**src/rtl/fpu_pkg.sv**
```systemverilog
// -----------------------------------------------------------------------------
// fpu_pkg
// Shared definitions for the FPU arbiter slice:
//   - fsm_state_t : arbiter control states
//   - ERR_*       : values carried on rsp_error
//   - OP_*        : FPU command encodings seen on fpu_command
// -----------------------------------------------------------------------------
package fpu_pkg;

  // Arbiter control flow: pick a client, launch the FPU, wait, hand back.
  typedef enum logic [1:0] {
    ST_IDLE    = 2'd0,
    ST_ISSUE   = 2'd1,
    ST_WAIT    = 2'd2,
    ST_RESPOND = 2'd3
  } fsm_state_t;

  // Response error codes.
  localparam logic ERR_NONE    = 1'b0;
  localparam logic ERR_TIMEOUT = 1'b1;

  // FPU command encodings (command_size = 2).
  localparam logic [1:0] OP_ADD = 2'd0;
  localparam logic [1:0] OP_SUB = 2'd1;
  localparam logic [1:0] OP_MUL = 2'd2;
  localparam logic [1:0] OP_DIV = 2'd3;

endpackage : fpu_pkg

```
**src/rtl/rr_arbiter.sv**
```systemverilog
// -----------------------------------------------------------------------------
// rr_arbiter
// Purely combinational round-robin pick. Searches the request vector starting
// one position after the previous winner and wrapping, so the client that was
// just served has the lowest priority.
//
// Ports
//   i_req    [requesters-1:0]  request vector
//   i_last   [IDX_W-1:0]       index of the previous winner
//   o_grant  [IDX_W-1:0]       index of the new winner (valid when o_any)
//   o_any                      at least one request is pending
// -----------------------------------------------------------------------------
module rr_arbiter
  import fpu_pkg::*;
#(
  parameter int requesters = 4,
  localparam int IDX_W     = $clog2(requesters)
) (
  input  logic [requesters-1:0] i_req,
  input  logic [IDX_W-1:0]      i_last,
  output logic [IDX_W-1:0]      o_grant,
  output logic                  o_any
);

  // One extra bit so last+offset never overflows before the wrap.
  logic [IDX_W:0]   w_cand;
  logic             w_found;
  logic [IDX_W-1:0] w_pick;

  always_comb begin
    // NOTE: every variable gets a default before the loop; a path that leaves
    // one unassigned would make synthesis infer a latch.
    w_cand  = '0;
    w_found = 1'b0;
    w_pick  = '0;
    for (int k = 1; k <= requesters; k++) begin
      w_cand = {1'b0, i_last} + (IDX_W+1)'(k);
      if (w_cand >= (IDX_W+1)'(requesters)) begin
        w_cand = w_cand - (IDX_W+1)'(requesters);
      end
      if (!w_found && i_req[w_cand[IDX_W-1:0]]) begin
        w_found = 1'b1;
        w_pick  = w_cand[IDX_W-1:0];
      end
    end
  end

  assign o_grant = w_pick;
  assign o_any   = w_found;

endmodule : rr_arbiter

```
**src/rtl/fpu_arbiter.sv**
```systemverilog
// -----------------------------------------------------------------------------
// fpu_arbiter
// Shares a single multi-cycle FPU between several clients. One operation is in
// flight at a time; clients are served round-robin. A watchdog bounds the wait
// for the FPU and returns an error response if it never completes.
//
// Ports
//   clock, reset                 rising-edge clock, synchronous active-high reset
//   req_valid   [R-1:0]          per-client request
//   req_first   [R*B-1:0]        packed first operands, client i at [i*B +: B]
//   req_second  [R*B-1:0]        packed second operands
//   req_command [R*C-1:0]        packed commands, client i at [i*C +: C]
//   req_ready   [R-1:0]          one-hot accept strobe (cycle of grant)
//   rsp_valid   [R-1:0]          one-hot response valid to the owning client
//   rsp_ready   [R-1:0]          per-client response accept
//   rsp_result  [B-1:0]          result (0 on timeout)
//   rsp_error                    1 = FPU timed out
//   fpu_first, fpu_second [B-1:0], fpu_command [C-1:0]  operands to the FPU
//   fpu_start                    single-cycle launch pulse
//   fpu_result  [B-1:0]          FPU result
//   fpu_work_is_done             FPU completion
// -----------------------------------------------------------------------------
module fpu_arbiter
  import fpu_pkg::*;
#(
  parameter int bitness        = 32,
  parameter int command_size   = 2,
  parameter int requesters     = 4,
  parameter int timeout_cycles = 64
) (
  input  logic                             clock,
  input  logic                             reset,
  input  logic [requesters-1:0]            req_valid,
  input  logic [requesters*bitness-1:0]    req_first,
  input  logic [requesters*bitness-1:0]    req_second,
  input  logic [requesters*command_size-1:0] req_command,
  output logic [requesters-1:0]            req_ready,
  output logic [requesters-1:0]            rsp_valid,
  input  logic [requesters-1:0]            rsp_ready,
  output logic [bitness-1:0]               rsp_result,
  output logic                             rsp_error,
  output logic [bitness-1:0]               fpu_first,
  output logic [bitness-1:0]               fpu_second,
  output logic [command_size-1:0]          fpu_command,
  output logic                             fpu_start,
  input  logic [bitness-1:0]               fpu_result,
  input  logic                             fpu_work_is_done
);

  localparam int GW = $clog2(requesters);
  localparam int CW = $clog2(timeout_cycles);
  // Counter value seen in the last permitted WAIT cycle.
  localparam logic [CW-1:0] COUNT_LAST = CW'(timeout_cycles - 1);

  fsm_state_t              r_state;
  fsm_state_t              w_next_state;

  logic [GW-1:0]           r_grant;
  logic [GW-1:0]           r_last;
  logic [GW-1:0]           w_grant;
  logic                    w_any;

  logic [bitness-1:0]      r_first;
  logic [bitness-1:0]      r_second;
  logic [command_size-1:0] r_command;
  logic [bitness-1:0]      r_result;
  logic                    r_error;
  logic [CW-1:0]           r_count;

  logic                    w_timeout;
  logic                    w_rsp_accept;

  // ---------------------------------------------------------------------------
  // Round-robin pick among pending requests
  // ---------------------------------------------------------------------------
  rr_arbiter #(
    .requesters (requesters)
  ) u_rr_arbiter (
    .i_req   (req_valid),
    .i_last  (r_last),
    .o_grant (w_grant),
    .o_any   (w_any)
  );

  assign w_timeout    = (r_count == COUNT_LAST);
  // Only the owning client can retire the response.
  assign w_rsp_accept = rsp_ready[r_grant];

  // ---------------------------------------------------------------------------
  // FSM: state register
  // ---------------------------------------------------------------------------
  always_ff @(posedge clock) begin
    // NOTE: sequential state is updated with <= so every flop samples the
    // pre-edge values; blocking = here would create order-dependent races.
    if (reset) begin
      r_state <= ST_IDLE;
    end else begin
      r_state <= w_next_state;
    end
  end

  // ---------------------------------------------------------------------------
  // FSM: next-state logic
  // ---------------------------------------------------------------------------
  always_comb begin
    w_next_state = r_state;
    case (r_state)
      ST_IDLE:    if (w_any) w_next_state = ST_ISSUE;
      ST_ISSUE:   w_next_state = ST_WAIT;
      // Completion wins over the watchdog in the last permitted cycle.
      ST_WAIT:    if (fpu_work_is_done || w_timeout) w_next_state = ST_RESPOND;
      ST_RESPOND: if (w_rsp_accept) w_next_state = ST_IDLE;
      default:    w_next_state = ST_IDLE;
    endcase
  end

  // ---------------------------------------------------------------------------
  // FSM: outputs
  // Strobes are forced low while reset is held so a client is never told it was
  // accepted by an operation the reset is about to discard.
  // ---------------------------------------------------------------------------
  always_comb begin
    req_ready = '0;
    rsp_valid = '0;
    fpu_start = 1'b0;
    if (!reset) begin
      case (r_state)
        ST_IDLE:    if (w_any) req_ready[w_grant] = 1'b1;
        ST_ISSUE:   fpu_start = 1'b1;
        ST_RESPOND: rsp_valid[r_grant] = 1'b1;
        default:    ;
      endcase
    end
  end

  // ---------------------------------------------------------------------------
  // Datapath: operand capture, watchdog, response capture, fairness pointer
  // ---------------------------------------------------------------------------
  always_ff @(posedge clock) begin
    if (reset) begin
      r_grant   <= '0;
      // Previous winner = last client, so client 0 is first after reset.
      r_last    <= GW'(requesters - 1);
      r_first   <= '0;
      r_second  <= '0;
      r_command <= '0;
      r_result  <= '0;
      r_error   <= ERR_NONE;
      r_count   <= '0;
    end else begin
      case (r_state)
        ST_IDLE: begin
          if (w_any) begin
            r_grant   <= w_grant;
            r_first   <= req_first[int'(w_grant)*bitness +: bitness];
            r_second  <= req_second[int'(w_grant)*bitness +: bitness];
            r_command <= req_command[int'(w_grant)*command_size +: command_size];
          end
        end
        ST_ISSUE: begin
          r_count <= '0;
        end
        ST_WAIT: begin
          if (fpu_work_is_done) begin
            r_result <= fpu_result;
            r_error  <= ERR_NONE;
          end else if (w_timeout) begin
            r_result <= '0;
            r_error  <= ERR_TIMEOUT;
          end else begin
            r_count <= r_count + 1'b1;
          end
        end
        ST_RESPOND: begin
          if (w_rsp_accept) begin
            r_last <= r_grant;
          end
        end
        default: ;
      endcase
    end
  end

  // Operands stay on the FPU bus from ISSUE through WAIT because they only
  // change on a new grant in IDLE.
  assign fpu_first   = r_first;
  assign fpu_second  = r_second;
  assign fpu_command = r_command;
  assign rsp_result  = r_result;
  assign rsp_error   = r_error;

endmodule : fpu_arbiter

```
**config.mk**
```make
export PLATFORM = sky130hd
export DESIGN_NAME = fpu_arbiter
export DESIGN_NICKNAME = d
export VERILOG_FILES = /design/src/rtl/fpu_pkg.sv /design/src/rtl/rr_arbiter.sv /design/src/rtl/fpu_arbiter.sv
export SDC_FILE = /design/constraint.sdc
export NUM_CORES = 1
export LEC_CHECK = 0
export ABC_AREA = 1
export ABC_CLOCK_PERIOD_IN_PS = 2000
export CAP_MARGIN = 20
export CELL_PAD_IN_SITES_DETAIL_PLACEMENT = 1
export CELL_PAD_IN_SITES_GLOBAL_PLACEMENT = 2
export CORE_MARGIN = 3
export CORE_UTILIZATION = 18
export CTS_CLUSTER_SIZE = 20
export DETAILED_ROUTE_END_ITERATION = 6
export PLACE_DENSITY_LB_ADDON = 0.15
export SLEW_MARGIN = 10
export SYNTH_ARGS = -nofsm -noshare
export SYNTH_HDL_FRONTEND = slang
export SYNTH_SLANG_ARGS = --single-unit
```
**constraint.sdc**
```tcl
create_clock -name clock -period 2 [get_ports clock]
set_input_delay 0.2 -clock clock [delete_from_list [all_inputs] [get_ports clock]]
set_output_delay 0.2 -clock clock [all_outputs]
set_load 0.02 [all_outputs]
```
Word level (Yosys, flattened, before mapping)
Index checks and enable logic that the tools add are counted.

word-level totals
  flip-flop bits (word level) = 111
  bits in latches = 0
  RAM bits = 0
  memory bits (read-only) = 0
  memories = 0

operators by class
  add/subtract/negate cells = 9
  $mul = 0
  divide/modulo/power cells = 0
  magnitude comparators = 12
  eq/ne operators = 9
  shifts and indexed selects = 3
  multiplexer cells = 44
  bitwise logic cells = 0
  reductions and logical operators = 17

operators by type and width
  operator                                                                      count
  128-bit by 8-bit variable part select with 32-bit output                      2
  32-bit two-way mux                                                            2
  2-bit two-way mux                                                             11
  4-bit two-way mux                                                             5
  2-bit by 3-bit less-than comparator with 1-bit output, second input constant  6
  1-bit two-way mux                                                             15
  3-bit >= comparator, second input constant                                    4
  6-bit two-way mux                                                             2
  6-bit case mux with 2 select lines                                            1
  1-bit binary-select mux with 2-bit select                                     5
  2-bit inequality test, second input constant                                  4
  2-bit case mux with 4 select lines                                            1
  8-bit by 4-bit variable part select with 2-bit output                         1
  2-bit by 1-bit subtractor with 2-bit output, second input constant            4
  2-bit by 2-bit adder with 3-bit output, second input constant                 2
  6-bit by 1-bit adder with 6-bit output, second input constant                 1
  6-bit equality test, second input constant                                    1
  2-bit AND reduction                                                           3
  3-bit AND reduction                                                           2
  1-bit logical AND                                                             5
  1-bit demux with 2-bit select                                                 2
  2-bit equality test, second input constant                                    2
  2-bit by 1-bit >= comparator with 1-bit output, second input constant         2
  2-bit nonzero test                                                            2
  7 further kinds                                                               9

Depth between registers and ports, before layout
Gate-level depths: netlist (run 1).

  depth after elaboration = 22
  mapped depth = 16

Cells and area by module
From an unflattened synthesis (run 1), not the netlist that was laid out.

unflattened totals
  cells, all modules = 1050
  area total of the unflattened synthesis = 6568.8 um^2

by module, submodules not included
  module       instances  cells each  area each (um^2)
  fpu_arbiter  1          1001        6278.5
  rr_arbiter   1          49          290.3

Worst setup path before layout (run 1)
OpenSTA, ideal clock, no wires.

  kind = reg-to-output
  start point = register r_last[0]
  end point = output req_ready[2]
  arrival = 1983 ps
  slack = -183 ps
  cell stages (with the launch flop) = 14
  path buffers = 3
  path through = dfxtp_1 buf_6 inv_4 nand2_1 nand2_1 nand2_1 nand2_1 nor2_4 nand2_1 nor2_2 nor2_4 buf_4 buf_2 nor3_1

between the ends
  longest elaborated chain between the ends = 22

RTL lines
  element                                                                                                                                               RTL line                            text
  from (decl)                                                                                                                                           fpu_arbiter.sv:59                   logic [GW-1:0] r_last;
  from (signal assigned)                                                                                                                                fpu_arbiter.sv:143                  r_last <= GW'(requesters - 1);
  from (signal assigned)                                                                                                                                fpu_arbiter.sv:176                  r_last <= r_grant;
  2-bit by 1-bit adder with 3-bit output                                                                                                                rr_arbiter.sv:37                    w_cand = {1'b0, i_last} + (IDX_W+1)'(k);
  3-bit >= comparator / 2-bit by 1-bit subtractor with 2-bit output (equally long branches)                                                             rr_arbiter.sv:38, rr_arbiter.sv:39
  2-bit two-way mux                                                                                                                                     rr_arbiter.sv:38                    if (w_cand >= (IDX_W+1)'(requesters)) begin
  1-bit binary-select mux with 2-bit select                                                                                                             rr_arbiter.sv:41                    if (!w_found && i_req[w_cand[IDX_W-1:0]]) begin
  1-bit two-way mux (not written as such)                                                                                                               rr_arbiter.sv:41
  1-bit two-way mux                                                                                                                                     rr_arbiter.sv:41
  1-bit zero test                                                                                                                                       rr_arbiter.sv:41
  1-bit logical AND                                                                                                                                     rr_arbiter.sv:41
  [6 not listed]                                                                                                                                        --
  2-bit two-way mux                                                                                                                                     rr_arbiter.sv:41
  2-bit by 3-bit less-than comparator with 1-bit output (not written as such) / 2-bit by 1-bit >= comparator with 1-bit output (equally long branches)  fpu_arbiter.sv:128                  ST_IDLE: if (w_any) req_ready[w_grant] = 1'b1;
  1-bit logical AND (not written as such)                                                                                                               fpu_arbiter.sv:128
  1-bit two-way mux (not written as such)                                                                                                               fpu_arbiter.sv:128
  1-bit demux with 2-bit select                                                                                                                         fpu_arbiter.sv:128
  4-bit two-way mux *                                                                                                                                   fpu_arbiter.sv:128
  4-bit two-way mux *                                                                                                                                   fpu_arbiter.sv:127                  case (r_state)
  4-bit two-way mux *                                                                                                                                   fpu_arbiter.sv:126                  if (!reset) begin
  to (decl)                                                                                                                                             fpu_arbiter.sv:37                   output logic [requesters-1:0] req_ready,

Every way passes the cells marked *; elsewhere a longest branch is shown, timed or not. The select of a mux whose other input is x is not followed.

Final worst setup path (run 1)
  start point = register r_last[0]
  end point = output req_ready[1]

Same word-level chain as after synthesis.

==> metrics.yaml, run 1 <==
run_status: "complete, but fails checks"
violations: "setup timing"
synth_compound_area_share_pct: 3.95
drc: 0
ir_drop_mv: 0.616
yosys.area_share.simple_pct: 53.1
final_cell_mix: "405 x clkdlybuf4s50_1, 331 x nand2_1, 230 x nand3_1, 134 x nand4_1, 109 x dfxtp_1"
groute.usage.overall_pct: 19.2
preCtsSetupSlack_ns: -0.513
cp.required_ns: 1.80
path_buf_inv: 3
ys_seq_area_share_pct: 33.2
synth_top_family_by_area: "simple AND/OR/NAND/NOR gates"
synthMuxAreaShare_pct: 0
fillers: 4421
place_congestion: 0.782
crit_chain: "buf_8, nand2_4, nand2_4, nand2_4, nand2_4, nor2_4, buf_4, nand3_4, nand2_2, nor2_4, nand2_2, nor2_1, buf_4"
cts_tree: "done"
finClkSkew_ns: 0.00517
ys_ff_latch: 111
fin_cells: 1929
reg2regPathDepth: 17
initial_core_util_pct: 18.5
p_switching_mw: 7.06
syn_area_um2: 6690
root_buffer: "clkbuf_16"
vias: 9157
power_frac_seq_pct: 22.0
worstMarginPinSlew_ns: 0.447
critPathLaunchType: "register"
period_share_pct: 111
use_met3_pct: 6.72
synth-xor-area-share_pct: 0
final_common_cell: "clkdlybuf4s50_1"
synth_largest_area_cell: "dfxtp_1"
ys.flop_type: "dfxtp_1"
r2r_start: "r_last[0]$_SDFFE_PP1P_"
crit_family: "simple AND/OR/NAND/NOR gates"
p_leak_nw: 5.15
grt_antenna_before_repair: 9
syn-num-nets: 1367
period_minus_slack_ns: 2.23
routed_wl_um: 40500
clock_path_buffers: 2
p_int_mw: 8.61
max_stage_delay_ns: 0.38
core_um2: 36100
max_slew_margin_pct: 70.2
end_kind: "primary output"
synth.area.top_cells: "dfxtp_1 33%, nand2_1 20%, nand3_1 18%"
met1_usage_pct: 23.4
grt_pass1_wl_um: 58400
syn_avg_cell_area_um2: 6.35
cts.sinks: 111
crit_path_max_fanout: 7
layout-drive-gt1-share_pct: 10.7
synth_edf_count: 0
synth_cells: 1054
cellPowerDensity_nw_per_um2: 1240
die_w_um: 199
antenna_left: 0
busiest_layer: "met2"
slowest_stage: "dfxtp_4"
synth_top_area_share_pct: 33.2
path_class: "register to primary output"
placed_cells: 1884
nets: 1771
setup_ws_ns: -0.227
comb_power_share_pct: 64.9
cts.htree.levels: 3
overflow: 0
fmax_mhz: 449
switching_share_pct: 45.0
grt_pass1_vias: 9426
clkPwrFrac_pct: 13.1
rows: 69
finalSetupViolCount: 70
die_h_um: 199
wire_per_inst_um: 21.0
use_met2_pct: 32.0
grt_max_degree: 83
die_area_um2: 39500
crit_start: "r_last[0]$_SDFFE_PP1P_"
ys_types: 29
hp-class: "primary input to register"
arrival_ns: 2.03
cp_common_cell: "nand2_4"
cts.clk_slew.worst_paths_ns: 0.08
rsz0062_at_grt: "true"
cp_num_cells: 13
drt_iter0_markers: 346
hold_viol: 0
async_reset_ff_share_pct: 0
numCtsBuffers: 9
place_hpwl_um: 27700
ys.warnings.count: 0
vias_per_cell: 4.75
first_pass_iters: 4
insertion_delay_ns: 0.38
final_util_pct: 35.1
hold_depth: 3
synthAdderAreaFrac_pct: 1.12
slew_violations: 0
cap_violations: 0
ios: 415
portBuffers: 414
min_from: "fpu_result[9]"
area_growth_pct: 89.4
finalSetupTns_ns: -7.32
-- worst paths after layout --
check | slack [ns] | end
max | -0.23 | req_ready[1]
min | 0.37 | rsp_result[9]$_SDFFE_PP0P_
max reg2reg | -0.16 | fpu_first[13]$_SDFFE_PP0P_
min reg2reg | 0.45 | fpu_second[8]$_SDFFE_PP0P_
-- power by group through the flow --
stage / logic [mW] / registers (mW) / clock network (mW)
after floorplan: 3.74 / 4.32 / 0
final: 10.2 / 3.45 / 2.05
after global placement: 8.92 / 3.47 / 0
after global routing: 11.0 / 3.55 / 2.23
after detailed placement: 8.96 / 3.49 / 0
after CTS: 9.77 / 3.46 / 2.17
-- cell usage after synthesis, types with 3 or more instances --
master / count
buf_6: 3
ha_1: 6
buf_2: 45
nand3_1: 240
a21oi_1: 38
clkbuf_1: 32
o21ai_1: 3
inv_1: 20
nor3_1: 7
dfxtp_1: 111
nor2_1: 17
nand2_1: 353
inv_2: 5
o21ai_0: 6
buf_1: 13
buf_4: 6
nand4_1: 134
-- cells by family after synthesis --
logic type	count (synthesis)
compound gates	51
fa+ha+maj	6
buf+inv	126
flops	111
simple gates	760
-- registers in the layout, summed over array words and instances, names as in the netlist --
| name | count |
|---|---|
| r_count | 6 |
| fpu_second | 32 |
| r_last | 2 |
| r_grant | 2 |
| r_state | 2 |
| rsp_result | 32 |
| rsp_error | 1 |
| fpu_command | 2 |
| fpu_first | 32 |
-- layer usage --
layer | up-vias | wire length, um
li1 | 4452 | -
met1 | 4366 | 17300
met2 | 292 | 19100
met3 | 41 | 3210
met4 | 6 | 864
met5 | - | 46
-- stage by stage --
step	area, um2	total power [mW]	hold slack (ns)
4_1_cts	12300	15.4	0.336
5_1_grt	12700	16.8	0.350
6_report	12700	15.7	0.371
3_5_place_dp	11600	12.5	0.439
2_1_floorplan	6700	8.06	0.349
3_3_place_gp	11600	12.4	0.436
-- tightest hold or removal path, cell delays in order --
cell,delay (ns)
clkdlybuf4s50_1,0.39
nand2_1,0.06
a21oi_1,0.05
-- area by class of cell --
| type | count | area [um2] | area share [%] |
|---|---|---|---|
| Clock buffer | 10 | 239 | 1.89 |
| Tap cell | 461 | 577 | 4.55 |
| Sequential cell | 111 | 2230 | 17.6 |
| Antenna cell | 5 | 12.5 | 0.0988 |
| Multi-Input combinational cell | 817 | 4130 | 32.6 |
| Inverter | 27 | 110 | 0.869 |
| Timing Repair Buffer | 492 | 5290 | 41.8 |
| Clock inverter | 6 | 73.8 | 0.583 |
-- what timing repair did --
item | 4_1_cts | 5_1_grt
buffers inserted | 6 | 6
hold buffers | 0 | 0
endpoints found under the hold margin | 0 | 0
gates cloned | 5 | 7
gates resized for setup | 74 | 47
pin swaps | 10 | 20
setup endpoints to repair | 78 | 77
(Power assumes the default switching activity.)
==> run 2, diff against run 1 <==
--- a/config.mk
+++ b/config.mk
@@ -10,6 +10,7 @@
 export CAP_MARGIN = 20
 export CELL_PAD_IN_SITES_DETAIL_PLACEMENT = 1
 export CELL_PAD_IN_SITES_GLOBAL_PLACEMENT = 2
+export CORE_ASPECT_RATIO = 0.6
 export CORE_MARGIN = 3
 export CORE_UTILIZATION = 18
 export CTS_CLUSTER_SIZE = 20
==> run 2 against run 1 <==
Compared with the run above: the run still ends with setup timing left; sequential share of layout area shrank 2.0 points; total power grew 20%; critical path depth grew 5; setup slack lost 0.068 ns; core utilization grew 4.8 points; flip-flop and latch count is the same; clock power grew 7%; non-clock buffer count grew 34; first-iteration DRC count grew 41%; critical endpoint is now fpu_first[4]$_SDFFE_PP0P_; highest routed layer unchanged.
==> metrics.yaml, run 2 (synthesis results as in run 1) <==
end_kind: "register"
antenna_left: 0  # unchanged
final_common_cell: "clkdlybuf4s50_1"
finalSetupViolCount: 70  # unchanged
cts.sinks: 111  # unchanged
wire_per_inst_um: 24.9  # +18%
cts.htree.levels: 3  # unchanged
place_hpwl_um: 28700  # +3.3%
rsz0062_at_grt: "true"
grt_pass1_wl_um: 67100  # +15%
setup_ws_ns: -0.295  # -0.0682 ns
vias: 9706  # +6.0%
holdWs_ns: 0.383  # +0.0116 ns
ff_latch_area_um2: 2230  # unchanged
die_area_um2: 39600  # +0.19%
numCtsBuffers: 9  # unchanged
drt_iter0_markers: 488  # +41%
area_growth_pct: 114
hold_viol: 0  # unchanged
insertion_delay_ns: 0.38  # about the same
run_status: "complete, but fails checks"
cts_tree: "done"
cap_violations: 0  # unchanged
grt_pass1_vias: 9720  # +3.1%
cp.required_ns: 2.33  # +0.53 ns
grt_antenna_before_repair: 9  # unchanged
ios: 415  # unchanged
ir_drop_mv: 0.518  # -16%
multiInputGateArea_um2: 4910  # +19%
groute.usage.overall_pct: 22.9  # +3.7 points
clock_path_buffers: 2  # unchanged
vias_per_cell: 4.93  # +3.8%
arrival_ns: 2.62  # +0.59 ns
root_buffer: "clkbuf_16"
max_slew_margin_pct: 67.0  # -3.1 points
path_class: "register to register"
portBuffers: 414  # unchanged
drc: 0  # unchanged
nets: 1805  # +1.9%
violations: "setup timing"
cts.clk_slew.worst_paths_ns: 0.09  # about the same
layout-drive-gt1-share_pct: 21.2  # +11 points
crit_path_max_fanout: 7  # unchanged
p_leak_nw: 5.72  # +11%
cellPowerDensity_nw_per_um2: 1310  # +5.9%
first_pass_iters: 4  # unchanged
place_congestion: 0.782  # about the same
routed_wl_um: 49000  # +21%
rows: 53  # -23%
finClkSkew_ns: 0.0105  # +0.00534 ns
slew_violations: 0  # unchanged
fillers: 4175  # -5.6%
core_um2: 35800  # -0.77%
finalSetupTns_ns: -12.81  # -5.50 ns
cts_hold_buf: 0  # unchanged
r2r_setup_slack_ns: -0.29  # -0.13 ns
period_share_pct: 115  # +3.4 points
final_cell_mix: "405 x clkdlybuf4s50_1, 317 x nand2_1, 134 x nand4_1, 121 x nand3_1, 109 x dfxtp_1"
overflow: 0  # unchanged
die_w_um: 255  # +28%
period_minus_slack_ns: 2.29  # +0.0682 ns
grt_max_degree: 67  # -19%
initial_core_util_pct: 18.7  # +0.14 points
critPathLaunchType: "register"
die_h_um: 155  # -22%
worstMarginPinSlew_ns: 0.494  # +0.0470 ns
fmax_mhz: 436  # -3.0%
hp-class: "primary input to register"
run 2: cell types whose count changed in the layout (fill, tap and decap cells not counted), moves of 5 or more:
cell and delta:
nand2_2 +11, buf_6 +11, nand3_1 -109, buf_4 -5
nand3_2 +86, nand2_1 -14, buf_12 +7, nand3_4 +23
buf_16 +20
run 2: layout make-up:
| cell class | instances | share of cell area (%) |
|---|---|---|
| inverter | 27 | 0.787 |
| clock inverter | 7 | 0.805 |
| multi-input combinational | 817 | 34.3 |
| clock buffer | 9 | 1.57 |
| antenna | 6 | 0.105 |
| timing repair buffer | 526 | 42.7 |
| sequential | 111 | 15.6 |
| tap | 467 | 4.09 |
run 2: through the flow:
stage / worst slack [ns] / cells / utilization (%) / total power, mW / instance area, um2
floorplan: -0.0152 / 1054 / - / 8.06 / 6700
global placement: -0.682 / 1881 / 32.0 / 12.2 / 11500
detailed placement: -0.728 / 1881 / 32.0 / 12.2 / 11500
CTS: -0.319 / 1949 / 38.0 / 18.1 / 13600
global route: -0.416 / 1969 / 39.9 / 19.8 / 14300
finish: -0.295 / 1970 / 39.9 / 18.7 / 14300
run 2: worst max-delay path: stages, from the launching register on:
cell	delay, ns
dfxtp_4	0.40
buf_12	0.15
nand2_4	0.05
nand2_4	0.08
nand2_2	0.07
nand2_4	0.09
inv_2	0.05
nand2_2	0.08
nor2_4	0.04
nor2_4	0.24
inv_4	0.09
buf_12	0.13
buf_12	0.13
buf_12	0.13
buf_16	0.15
buf_12	0.14
nand3_4	0.06
nand3_2	0.07
nand2_1	0.08
run 2: worst paths after layout:
path / to / depth (start not counted) / start
worst max-delay path: fpu_first[4]$_SDFFE_PP0P_ / 18 / r_last[0]$_SDFFE_PP1P_
worst min-delay path: rsp_result[6]$_SDFFE_PP0P_ / 3 / fpu_result[6]
worst max register to register: fpu_first[4]$_SDFFE_PP0P_ / 18 / r_last[0]$_SDFFE_PP1P_
worst min register to register: fpu_first[26]$_SDFFE_PP0P_ / 2 / fpu_first[26]$_SDFFE_PP0P_
run 2: power by group:
group / switching (mW) / internal, mW / leakage [nW]
logic: 7.11 / 5.97 / 4.64
clock network: 1.06 / 1.14 / 0.163
registers: 0.455 / 3.00 / 0.909
run 2: layer usage:
layer  vias to the layer above  track usage (%)  routed length [um]
met5                         -                0                  46
met4                         6             5.34                 727
met3                        44             5.08                2500
met2                       255             36.0               22200
li1                       4538                -                   -
met1                      4863             32.0               23500
run 2: what timing repair did:
item / in CTS / in global routing
pin swaps: 49 / 58
gates resized for setup: 206 / 112
endpoints found under the setup margin: 74 / 75
cloned: 25 / 8
buffers inserted: 27 / 9
==> run 3, diff against run 2 <==
--- a/config.mk
+++ b/config.mk
@@ -7,7 +7,6 @@
 export LEC_CHECK = 0
 export ABC_AREA = 1
 export ABC_CLOCK_PERIOD_IN_PS = 2000
-export CAP_MARGIN = 20
 export CELL_PAD_IN_SITES_DETAIL_PLACEMENT = 1
 export CELL_PAD_IN_SITES_GLOBAL_PLACEMENT = 2
 export CORE_ASPECT_RATIO = 0.6
==> results of run 3 <==
The final DEF is identical to that of run 2; final timing and power are the same.
